File: src/rtl/prewish_pkg.sv
// Shared types and constants for the prewish mask scheduler and its prescaler.
package prewish_pkg;

  localparam int MASK_W = 8;
  localparam logic [MASK_W-1:0] DEFAULT_MASK = 8'hA8;

  typedef enum logic [1:0] {
    IDLE = 2'd0,
    RUN  = 2'd1,
    HOLD = 2'd2
  } state_t;

endpackage

File: src/rtl/prewish_tick_gen.sv
// Free-running prescaler with enable and synchronous restart.
// tick is high for one cycle whenever the enabled counter is all ones.
module prewish_tick_gen #(
  parameter int W = 26
) (
  input  logic clk,
  input  logic rst,
  input  logic en,
  input  logic restart,
  output logic tick
);

  logic [W-1:0] cnt_reg;

  always_ff @(posedge clk or posedge rst) begin
    if (rst) begin
      cnt_reg <= '0;
    end else if (restart) begin
      cnt_reg <= '0;
    end else if (en) begin
      cnt_reg <= cnt_reg + W'(1);
    end
  end

  assign tick = en && (&cnt_reg);

endmodule

File: src/rtl/prewish_mask_sched.sv
// Mask scheduler: steps a mask table once per prescaler tick into the blinky load port.
// Define PREWISH_MASK_SCHED_OVERRIDE_EN to add the manual override ports and HOLD state.
module prewish_mask_sched
  import prewish_pkg::*;
#(
  parameter int                NEWMASK_CLK_BITS = 26,
  parameter int                DEPTH            = 4,
  parameter logic [MASK_W-1:0] DEFAULT_MASK     = prewish_pkg::DEFAULT_MASK,
  parameter int                HOLD_TICKS       = 2
) (
  input  logic                     CLK_I,
  input  logic                     RST_I,
  input  logic                     i_run,
  input  logic [$clog2(DEPTH):0]   i_len,
  input  logic                     i_cfg_we,
  input  logic [$clog2(DEPTH)-1:0] i_cfg_addr,
  input  logic [MASK_W-1:0]        i_cfg_data,
`ifdef PREWISH_MASK_SCHED_OVERRIDE_EN
  input  logic                     i_ovr_stb,
  input  logic [MASK_W-1:0]        i_ovr_data,
`endif
  output logic                     STB_O,
  output logic [MASK_W-1:0]        DAT_O,
  output logic [$clog2(DEPTH)-1:0] o_idx,
  output logic                     o_hold
);

  localparam int IDX_W  = $clog2(DEPTH);
  localparam int LEN_W  = IDX_W + 1;
  localparam int HOLD_W = $clog2(HOLD_TICKS + 1) + 1;

  logic              ovr_stb;
  logic [MASK_W-1:0] ovr_data;

`ifdef PREWISH_MASK_SCHED_OVERRIDE_EN
  assign ovr_stb  = i_ovr_stb;
  assign ovr_data = i_ovr_data;
`else
  assign ovr_stb  = 1'b0;
  assign ovr_data = '0;
`endif

  state_t            state_reg, state_next;
  logic [IDX_W-1:0]  idx_reg, idx_next;
  logic [HOLD_W-1:0] hold_cnt_reg, hold_cnt_next;
  logic              stb_reg, stb_next;
  logic [MASK_W-1:0] dat_reg, dat_next;
  logic [MASK_W-1:0] table_rd [DEPTH];

  logic [LEN_W-1:0]  eff_len;
  logic [IDX_W-1:0]  rd_idx, rd_idx_inc;
  logic              run_ok, tick, cnt_en, cnt_restart;

  // Table entries are plain registers so reset can restore every entry.
  generate
    for (genvar gi = 0; gi < DEPTH; gi++) begin : g_table
      logic [MASK_W-1:0] entry_reg;

      always_ff @(posedge CLK_I or posedge RST_I) begin
        if (RST_I) begin
          entry_reg <= DEFAULT_MASK;
        end else if (i_cfg_we && (i_cfg_addr == IDX_W'(gi))) begin
          entry_reg <= i_cfg_data;
        end
      end

      assign table_rd[gi] = entry_reg;
    end
  endgenerate

  assign eff_len     = (i_len > LEN_W'(DEPTH)) ? LEN_W'(DEPTH) : i_len;
  assign run_ok      = i_run && (eff_len != '0);
  assign rd_idx      = ({1'b0, idx_reg} >= eff_len) ? '0 : idx_reg;
  assign rd_idx_inc  = (({1'b0, rd_idx} + LEN_W'(1)) == eff_len) ? '0 : rd_idx + IDX_W'(1);
  assign cnt_en      = (state_reg == RUN) || (state_reg == HOLD);
  assign cnt_restart = (state_reg == IDLE) && (state_next == RUN);

  prewish_tick_gen #(
    .W (NEWMASK_CLK_BITS)
  ) u_tick_gen (
    .clk     (CLK_I),
    .rst     (RST_I),
    .en      (cnt_en),
    .restart (cnt_restart),
    .tick    (tick)
  );

  always_comb begin
    state_next    = state_reg;
    idx_next      = idx_reg;
    hold_cnt_next = hold_cnt_reg;
    stb_next      = 1'b0;
    dat_next      = dat_reg;

    // An override always wins the load port; a coincident tick is dropped.
    if (ovr_stb) begin
      stb_next      = 1'b1;
      dat_next      = ovr_data;
      hold_cnt_next = HOLD_W'(HOLD_TICKS);
    end

    case (state_reg)
      IDLE: begin
        if (!ovr_stb && run_ok) begin
          state_next = RUN;
        end
      end
      RUN: begin
        if (!run_ok) begin
          state_next = IDLE;
        end else if (ovr_stb) begin
          state_next = HOLD;
        end else if (tick) begin
          stb_next = 1'b1;
          dat_next = table_rd[rd_idx];
          idx_next = rd_idx_inc;
        end
      end
      HOLD: begin
        if (!i_run) begin
          state_next = IDLE;
        end else if (!ovr_stb && tick) begin
          if (hold_cnt_reg <= HOLD_W'(1)) begin
            state_next    = RUN;
            hold_cnt_next = '0;
          end else begin
            hold_cnt_next = hold_cnt_reg - HOLD_W'(1);
          end
        end
      end
      default: state_next = IDLE;
    endcase
  end

  always_ff @(posedge CLK_I or posedge RST_I) begin
    if (RST_I) begin
      state_reg    <= IDLE;
      idx_reg      <= '0;
      hold_cnt_reg <= '0;
      stb_reg      <= 1'b0;
      dat_reg      <= DEFAULT_MASK;
    end else begin
      state_reg    <= state_next;
      idx_reg      <= idx_next;
      hold_cnt_reg <= hold_cnt_next;
      stb_reg      <= stb_next;
      dat_reg      <= dat_next;
    end
  end

  assign STB_O = stb_reg;
  assign DAT_O = dat_reg;
  assign o_idx = idx_reg;

`ifdef PREWISH_MASK_SCHED_OVERRIDE_EN
  assign o_hold = (state_reg == HOLD);
`else
  assign o_hold = 1'b0;
`endif

endmodule
File: config.mk
export PLATFORM = sky130hd
export DESIGN_NAME = prewish_mask_sched
export DESIGN_NICKNAME = d
export VERILOG_FILES = /design/src/rtl/prewish_pkg.sv /design/src/rtl/prewish_tick_gen.sv /design/src/rtl/prewish_mask_sched.sv
export SDC_FILE = /design/constraint.sdc
export NUM_CORES = 1
export LEC_CHECK = 0
export ABC_AREA = 1
export ABC_CLOCK_PERIOD_IN_PS = 2800
export BUFFER_PORTS_ARGS = -buffer_cell sky130_fd_sc_hd__buf_4
export CORE_ASPECT_RATIO = 2
export CORE_MARGIN = 8
export CORE_UTILIZATION = 50
export DETAILED_ROUTE_END_ITERATION = 7
export HOLD_SLACK_MARGIN = 0.1
export PLACE_DENSITY_LB_ADDON = 0.1
export SETUP_SLACK_MARGIN = 0.15
export SLEW_MARGIN = 20
export SYNTH_ARGS = -nofsm -noshare
export SYNTH_HDL_FRONTEND = slang
export SYNTH_SLANG_ARGS = --single-unit
File: constraint.sdc
create_clock -name CLK_I -period 2.8 [get_ports CLK_I]
set_clock_uncertainty 0.15 [all_clocks]
set_input_delay 0.14 -clock CLK_I [delete_from_list [all_inputs] [get_ports CLK_I]]
set_output_delay 0.14 -clock CLK_I [all_outputs]
set_load 0.02 [all_outputs]
==> results_dict.tcl, run 1 <==
set metrics [dict create \
    layout-area-overhead-vs-synth_pct 19.21 \
    cts.reportedPaths.clkPinSlew_ns 0.06 \
    route.antenna.remaining_nets 0 \
    chipHeight_um 141.4 \
    critPathMaxFanout 8 \
    wl_met2_um 3660 \
    report.final.setup_viol 0 \
    synthCells 487 \
    setup.worst_path.end_class "register" \
    timing_max_transition_violations_final 0 \
    largest_net_degree_at_the_start_of_global_routing 31 \
    slew_headroom_pct 61.21 \
    power_density_nw_per_um2 627.1 \
    groute.usage.overall_pct 15.46 \
    syn-cell-area_sq_um 3934 \
    synth_area_per_cell_sq_um 8.078 \
    layout_worst_path_cycle_share_pct 87.48 \
    period_minus_slack_ns 2.450 \
    cts_max_level 3 \
    worstPathCellList "dlygate4sd3_1, buf_4, o21ai_0, nand2_1, inv_1, ha_1, inv_1, nand2_1, nand2_1, nand2_1, nand2_1, nand2_4, clkinvlp_4, ha_4, xor2_1, nand3_1, nand3_1, o21ai_0" \
    post_placement_cell_area_sq_um 4237 \
    grt_pass1_wl_um 13870 \
    topRoutingLayerUsed "met4" \
    startpoint_type "primary input" \
    cp_common_cell "sky130_fd_sc_hd__nand2_1" \
    drt-wirelength-per-cell_um 12.29 \
    detailedRoute.firstPassIterationCount 4 \
    critical_path.max_stage_delay_ns 0.52 \
    hpwlAfterDp_um 5403 \
    holdCritStartpoint "i_len[1]" \
    share_of_synthesized_area_spent_on_multiplexers_pct 0 \
    design.die.area_sq_um 11130 \
    core_sq_um 7770 \
    fmax_achieved_mhz 408.2 \
    synth.yosys.seq_area_share_pct 47.55 \
    hold_ws_ns 0.2192 \
    synth.distinct_cells 33 \
    io_buffers 27 \
    initial_antenna_violation_count 0 \
    reg2reg_setup_slack_ns 0.54 \
    synth_compound_area_share_pct 9.701 \
    dr_total_vias 3042 \
    peakVddDrop_v 0.0003949 \
    drive_above_1_share_pct 19.37 \
    drt_wl_total_um 7778 \
    clock_tree_from_tritoncts "built" \
    insertion_delay_ns 0.33 \
    finalInstanceArea_sq_um 4690 \
    clk_path_buf_depth 2 \
    hp-class "in -> reg" \
    grt_pass1_vias 3094 \
    routedLengthMet1_um 3695 \
    p_leak_nw 2.497 \
    outcome "completed" \
    synth_top_family_by_area "simple AND/OR/NAND/NOR gates" \
    critPathTopFamily "buffers and inverters" \
    drtIter0Drc 144 \
    clock_tree.root_cell "sky130_fd_sc_hd__clkbuf_16" \
    r2r-start "state_reg[1]" \
    route.met3.wl_um 318 \
    largest_register_ffs 32 \
    setup_total_negative_slack_ns 0 \
    utilization_of_the_core_after_routing_pct 60.35 \
    number_of_primary_i_o_pins 29 \
    cp.required_ns 2.85 \
    cp.arrival_ns 2.50 \
    worstMarginPinSlew_ns 0.5802 \
    critPathSlowestCell "sky130_fd_sc_hd__dlygate4sd3_1" \
    setup_repair_after_global_routing_missed_its_margin "false" \
    synth_xor_xnor_area_share_pct 5.121 \
    hold_viol_final 0 \
    gr-total-overflow 0 \
    cts.sinks 74 \
    gp_routability_congestion 0.7956 \
    drc 0 \
    antenna_cells_inserted 0 \
    cp_startpoint "i_len[2]" \
    yosysWarningCount 0 \
    postSynthRegisterBits 74 \
    post_synth_and_or_nand_nor_area_fraction_pct 25.16 \
    synth_fa_ha_area_share_pct 3.181 \
    crit_type "in -> reg" \
    finish.net_count 559 \
    number_of_nets_produced_by_synthesis 514 \
    die-width_um 78.72 \
    max_cap_viol_count 0 \
    initial_core_utilization_pct 50.63 \
    worstPathBufferInverterCount 5 \
    vias_per_cell 4.806 \
    cts_buffers 9 \
    rows 46 \
]
-- layout by cell type, fill, tap and decap left out, drive strengths merged --
cell type	count
clkinv	1
clkinvlp	2
o31a	1
bufinv	1
dlygate4sd3	11
a31oi	1
nand2	145
dfstp	15
o22ai	8
a21oi	7
nand3	18
inv	81
buf	34
clkbuf	10
nor3	5
conb	1
nand4	5
ha	10
nor4	1
xnor2	7
xor2	16
nor2	44
dfrtp	59
o21ai	54
-- routing by layer --
| layer | GRT usage, % | up-vias |
|---|---|---|
| met5 | 0 | - |
| met4 | 8.456 | 0 |
| met3 | 3.676 | 7 |
| met2 | 23.75 | 44 |
| met1 | 19.39 | 1392 |
| li1 | - | 1599 |
-- worst paths after layout --
path,endpoint,depth (start not counted)
worst max-delay path,o_idx[0],18
worst min-delay path,o_idx[1],6
worst max register to register,u_tick_gen.cnt_reg[25],12
worst min register to register,DAT_O[5],2
max in group asynchronous,g_table[2].entry_reg[7],4
min in group asynchronous,DAT_O[2],3
-- cell type report --
cell class / instances / area (sq um)
clock buffer: 10 / 239.0
clock inverter: 6 / 72.57
fill: 728 / 3080
inverter: 79 / 300.3
multi-input combinational: 323 / 1722
sequential: 74 / 1871
tap: 96 / 120.1
timing repair buffer: 45 / 365.4
-- power breakdown --
group / internal (mW) / leakage (nW) / switching, mW
combinational: 0.185 / 1.41 / 0.324
clock: 0.725 / 0.150 / 0.463
sequential: 1.19 / 0.934 / 0.0576
-- Yosys cell counts (all sizes together) --
cell | count | area [sq um]
dfrtp | 59 | 1476
conb | 1 | 3.750
buf | 5 | 42.53
nor3 | 5 | 36.29
nand2 | 145 | 576.8
a21oi | 7 | 46.30
nor2 | 44 | 204.0
xor2 | 16 | 140.1
nand3 | 18 | 120.1
xnor2 | 7 | 61.31
o31a | 1 | 8.760
nand4 | 5 | 46.29
inv | 78 | 292.8
a31oi | 1 | 6.260
clkbuf | 6 | 22.52
nor4 | 1 | 6.260
dfstp | 15 | 394.1
o21ai | 54 | 270.3
clkinv | 1 | 3.750
ha | 10 | 125.1
o22ai | 8 | 50.05
-- stage by stage --
step,cells,total power [mW],worst slack (ns)
after global routing,633,3.103,0.1232
after global placement,605,1.756,0.5167
after detailed placement,605,1.764,0.3960
after floorplan,487,1.668,0.2423
final,633,2.941,0.3504
after CTS,632,2.979,0.2545
-- repair_timing --
action	4_1_cts	5_1_grt
hold buffers	11	0
setup buffers	0	1
resized for setup	0	5
hold endpoints to repair	57	0
endpoints found under the setup margin	0	4
-- cell families (layout without fill, tap and decap cells) --
kind of cell | Yosys count | in the layout
adders and majority gates | 10 | 10
buffers and inverters | 90 | 140
other | 1 | 1
xor gates and xnor gates | 23 | 23
AOI/OAI and AO/OA | 71 | 71
DFF | 74 | 74
and+or+nand+nor | 218 | 218
-- tightest hold or removal path: stages --
cell and delay (ns):
sky130_fd_sc_hd__buf_4 0.12, sky130_fd_sc_hd__nand2_1 0.11, sky130_fd_sc_hd__xor2_1 0.08, sky130_fd_sc_hd__nand3_1 0.10, sky130_fd_sc_hd__nand3_1 0.07, sky130_fd_sc_hd__nand2_1 0.05
(Power assumes the default switching activity.)
==> run 2: changes to the inputs <==
--- a/config.mk
+++ b/config.mk
@@ -13,7 +13,7 @@
 export CORE_UTILIZATION = 50
 export DETAILED_ROUTE_END_ITERATION = 7
 export HOLD_SLACK_MARGIN = 0.1
-export PLACE_DENSITY_LB_ADDON = 0.1
+export PLACE_DENSITY_LB_ADDON = 0.15
 export SETUP_SLACK_MARGIN = 0.15
 export SLEW_MARGIN = 20
 export SYNTH_ARGS = -nofsm -noshare
==> results_dict.tcl, run 2 (synthesis gave the netlist of run 1 again) <==
set metrics [dict create \
    post_placement_cell_area_sq_um 4242 \
    startpoint_type "primary input" \
    layout_worst_path_cycle_share_pct 84.29 \
    fillers 713 \
    critPathMaxFanout 8 \
    number_of_primary_i_o_pins 29 \
    drt_wl_total_um 7897 \
    max_cap_viol_count 0 \
    hp-class "in -> async" \
    cp_common_cell "sky130_fd_sc_hd__nand2_1" \
    initial_antenna_violation_count 0 \
    hold_viol_final 0 \
    final_cell_mix "131 x sky130_fd_sc_hd__nand2_1, 67 x sky130_fd_sc_hd__inv_1, 59 x sky130_fd_sc_hd__dfrtp_1" \
    totalPowerFinal_mw 2.790 \
    drt-wirelength-per-cell_um 12.50 \
    vias_per_cell 4.802 \
    fmax_achieved_mhz 423.7 \
    groute.usage.overall_pct 15.55 \
    design.die.area_sq_um 11130 \
    cp.arrival_ns 2.41 \
    finalInstanceArea_sq_um 4644 \
    timing_max_transition_violations_final 0 \
    report.final.setup_viol 0 \
    detailedRoute.firstPassIterationCount 4 \
    power_density_nw_per_um2 600.6 \
    worstMarginPinSlew_ns 0.6061 \
    setup_total_negative_slack_ns 0 \
    crit_type "in -> reg" \
    setup.worst_path.end_class "register" \
    p_leak_nw 2.488 \
    pre_cts_setup_slack_ns 0.4222 \
    gp_routability_congestion 0.7703 \
    largest_net_degree_at_the_start_of_global_routing 64 \
    cts.reportedPaths.clkPinSlew_ns 0.06 \
    drtIter0Drc 152 \
    chipHeight_um 141.4 \
    gr-total-overflow 0 \
    drc 0 \
    dp.cells 604 \
    cts_buffers 9 \
    hold_ws_ns 0.1566 \
    route.antenna.remaining_nets 0 \
    finish.net_count 558 \
    largest_register_ffs 32 \
    worstPathBufferInverterCount 5 \
    dr_total_vias 3035 \
    cts_max_level 3 \
    die-width_um 78.72 \
    io_buffers 27 \
    grt_pass1_wl_um 13830 \
    outcome "completed" \
    clk_path_buf_depth 2 \
    clock_tree.root_cell "sky130_fd_sc_hd__clkbuf_16" \
    layout-area-overhead-vs-synth_pct 18.07 \
    peakVddDrop_v 0.0004867 \
    period_minus_slack_ns 2.360 \
    slew_headroom_pct 59.48 \
    critical_path.max_stage_delay_ns 0.53 \
    drive_above_1_share_pct 18.84 \
    clock_tree_from_tritoncts "built" \
    rows 46 \
    critPathSlowestCell "sky130_fd_sc_hd__dlygate4sd3_1" \
    grt_pass1_vias 2985 \
    final.setup.worst_slack_ns 0.4400 \
    core_sq_um 7770 \
    cp.required_ns 2.85 \
    critPathTopFamily "buffers and inverters" \
    initial_core_utilization_pct 50.63 \
    antenna_cells_inserted 0 \
    insertion_delay_ns 0.33 \
    hpwlAfterDp_um 5394 \
    worstPathCellList "dlygate4sd3_1, buf_4, o21ai_0, nand2_1, inv_1, ha_1, inv_1, nand2_1, nand2_1, nand2_1, nand2_1, nand2_4, inv_2, ha_4, xor2_1, nand3_1, nand3_1, o21ai_0" \
    final-instance-count-excl-fill 632 \
    mostFrequentLayoutCell "sky130_fd_sc_hd__nand2_1" \
    setup_repair_after_global_routing_missed_its_margin "false" \
    utilization_of_the_core_after_routing_pct 59.77 \
    cts.sinks 74 \
]
==> run 2: cell types whose count changed in the layout (fill, tap and decap cells not counted), moves of 2 or more <==
cell and change:
sky130_fd_sc_hd__clkbuf_1 +2, sky130_fd_sc_hd__clkinvlp_4 -2, sky130_fd_sc_hd__buf_4 -2, sky130_fd_sc_hd__inv_6 -3, sky130_fd_sc_hd__clkinv_2 +3
==> run 2: power by group <==
group	total, mW	switching (mW)	internal (mW)
registers	1.24	0.0553	1.19
clock network	1.03	0.433	0.598
logic	0.515	0.329	0.186
total	2.79	0.817	1.97
==> run 2: final timing paths <==
path	start	to	slack (ns)	cells past startpoint
worst max-delay path	i_len[2]	o_idx[0]	0.44	18
worst min-delay path	RST_I	hold_cnt_reg[2]	0.16	3
min in group CLK_I	i_len[0]	o_idx[1]	0.18	6
worst min register to register	DAT_O[3]	DAT_O[3]	0.32	2
worst max register to register	state_reg[1]	u_tick_gen.cnt_reg[25]	0.54	12
max in group asynchronous	RST_I	g_table[0].entry_reg[7]	1.70	4
==> run 2: worst min-delay path: stages <==
cell and delay [ns]:
sky130_fd_sc_hd__dlygate4sd3_1 0.53, sky130_fd_sc_hd__buf_4 0.13, sky130_fd_sc_hd__inv_2 0.21
==> run 2: timing repair <==
| item | CTS | global route |
|---|---|---|
| endpoints found under the hold margin | 94 | 0 |
| gates resized for setup | 0 | 5 |
| setup buffers | 0 | 1 |
| endpoints found under the setup margin | 0 | 2 |
| hold buffers | 11 | 0 |
==> run 2: layout make-up <==
| type | count | area, sq um | share of cell area (%) |
|---|---|---|---|
| flip-flops and latches | 74 | 1871 | 40.27 |
| multi-input cells | 323 | 1722 | 37.07 |
| repair buffers | 44 | 370.4 | 7.974 |
| inverters | 79 | 296.5 | 6.385 |
| clock buffers | 11 | 232.7 | 5.011 |
| well taps | 96 | 120.1 | 2.586 |
| clock inverters | 5 | 32.53 | 0.7004 |
==> run 2: metal layers <==
| layer | wire, um | vias to the layer above | track usage, % | share of wire [%] |
|---|---|---|---|---|
| met5 | 0 | - | 0 | 0 |
| met4 | 148 | 0 | 6.490 | 1.9 |
| met3 | 233 | 12 | 4.056 | 3.0 |
| met2 | 3769 | 33 | 24.54 | 48 |
| met1 | 3747 | 1387 | 19.53 | 47 |
| li1 | - | 1603 | - | - |
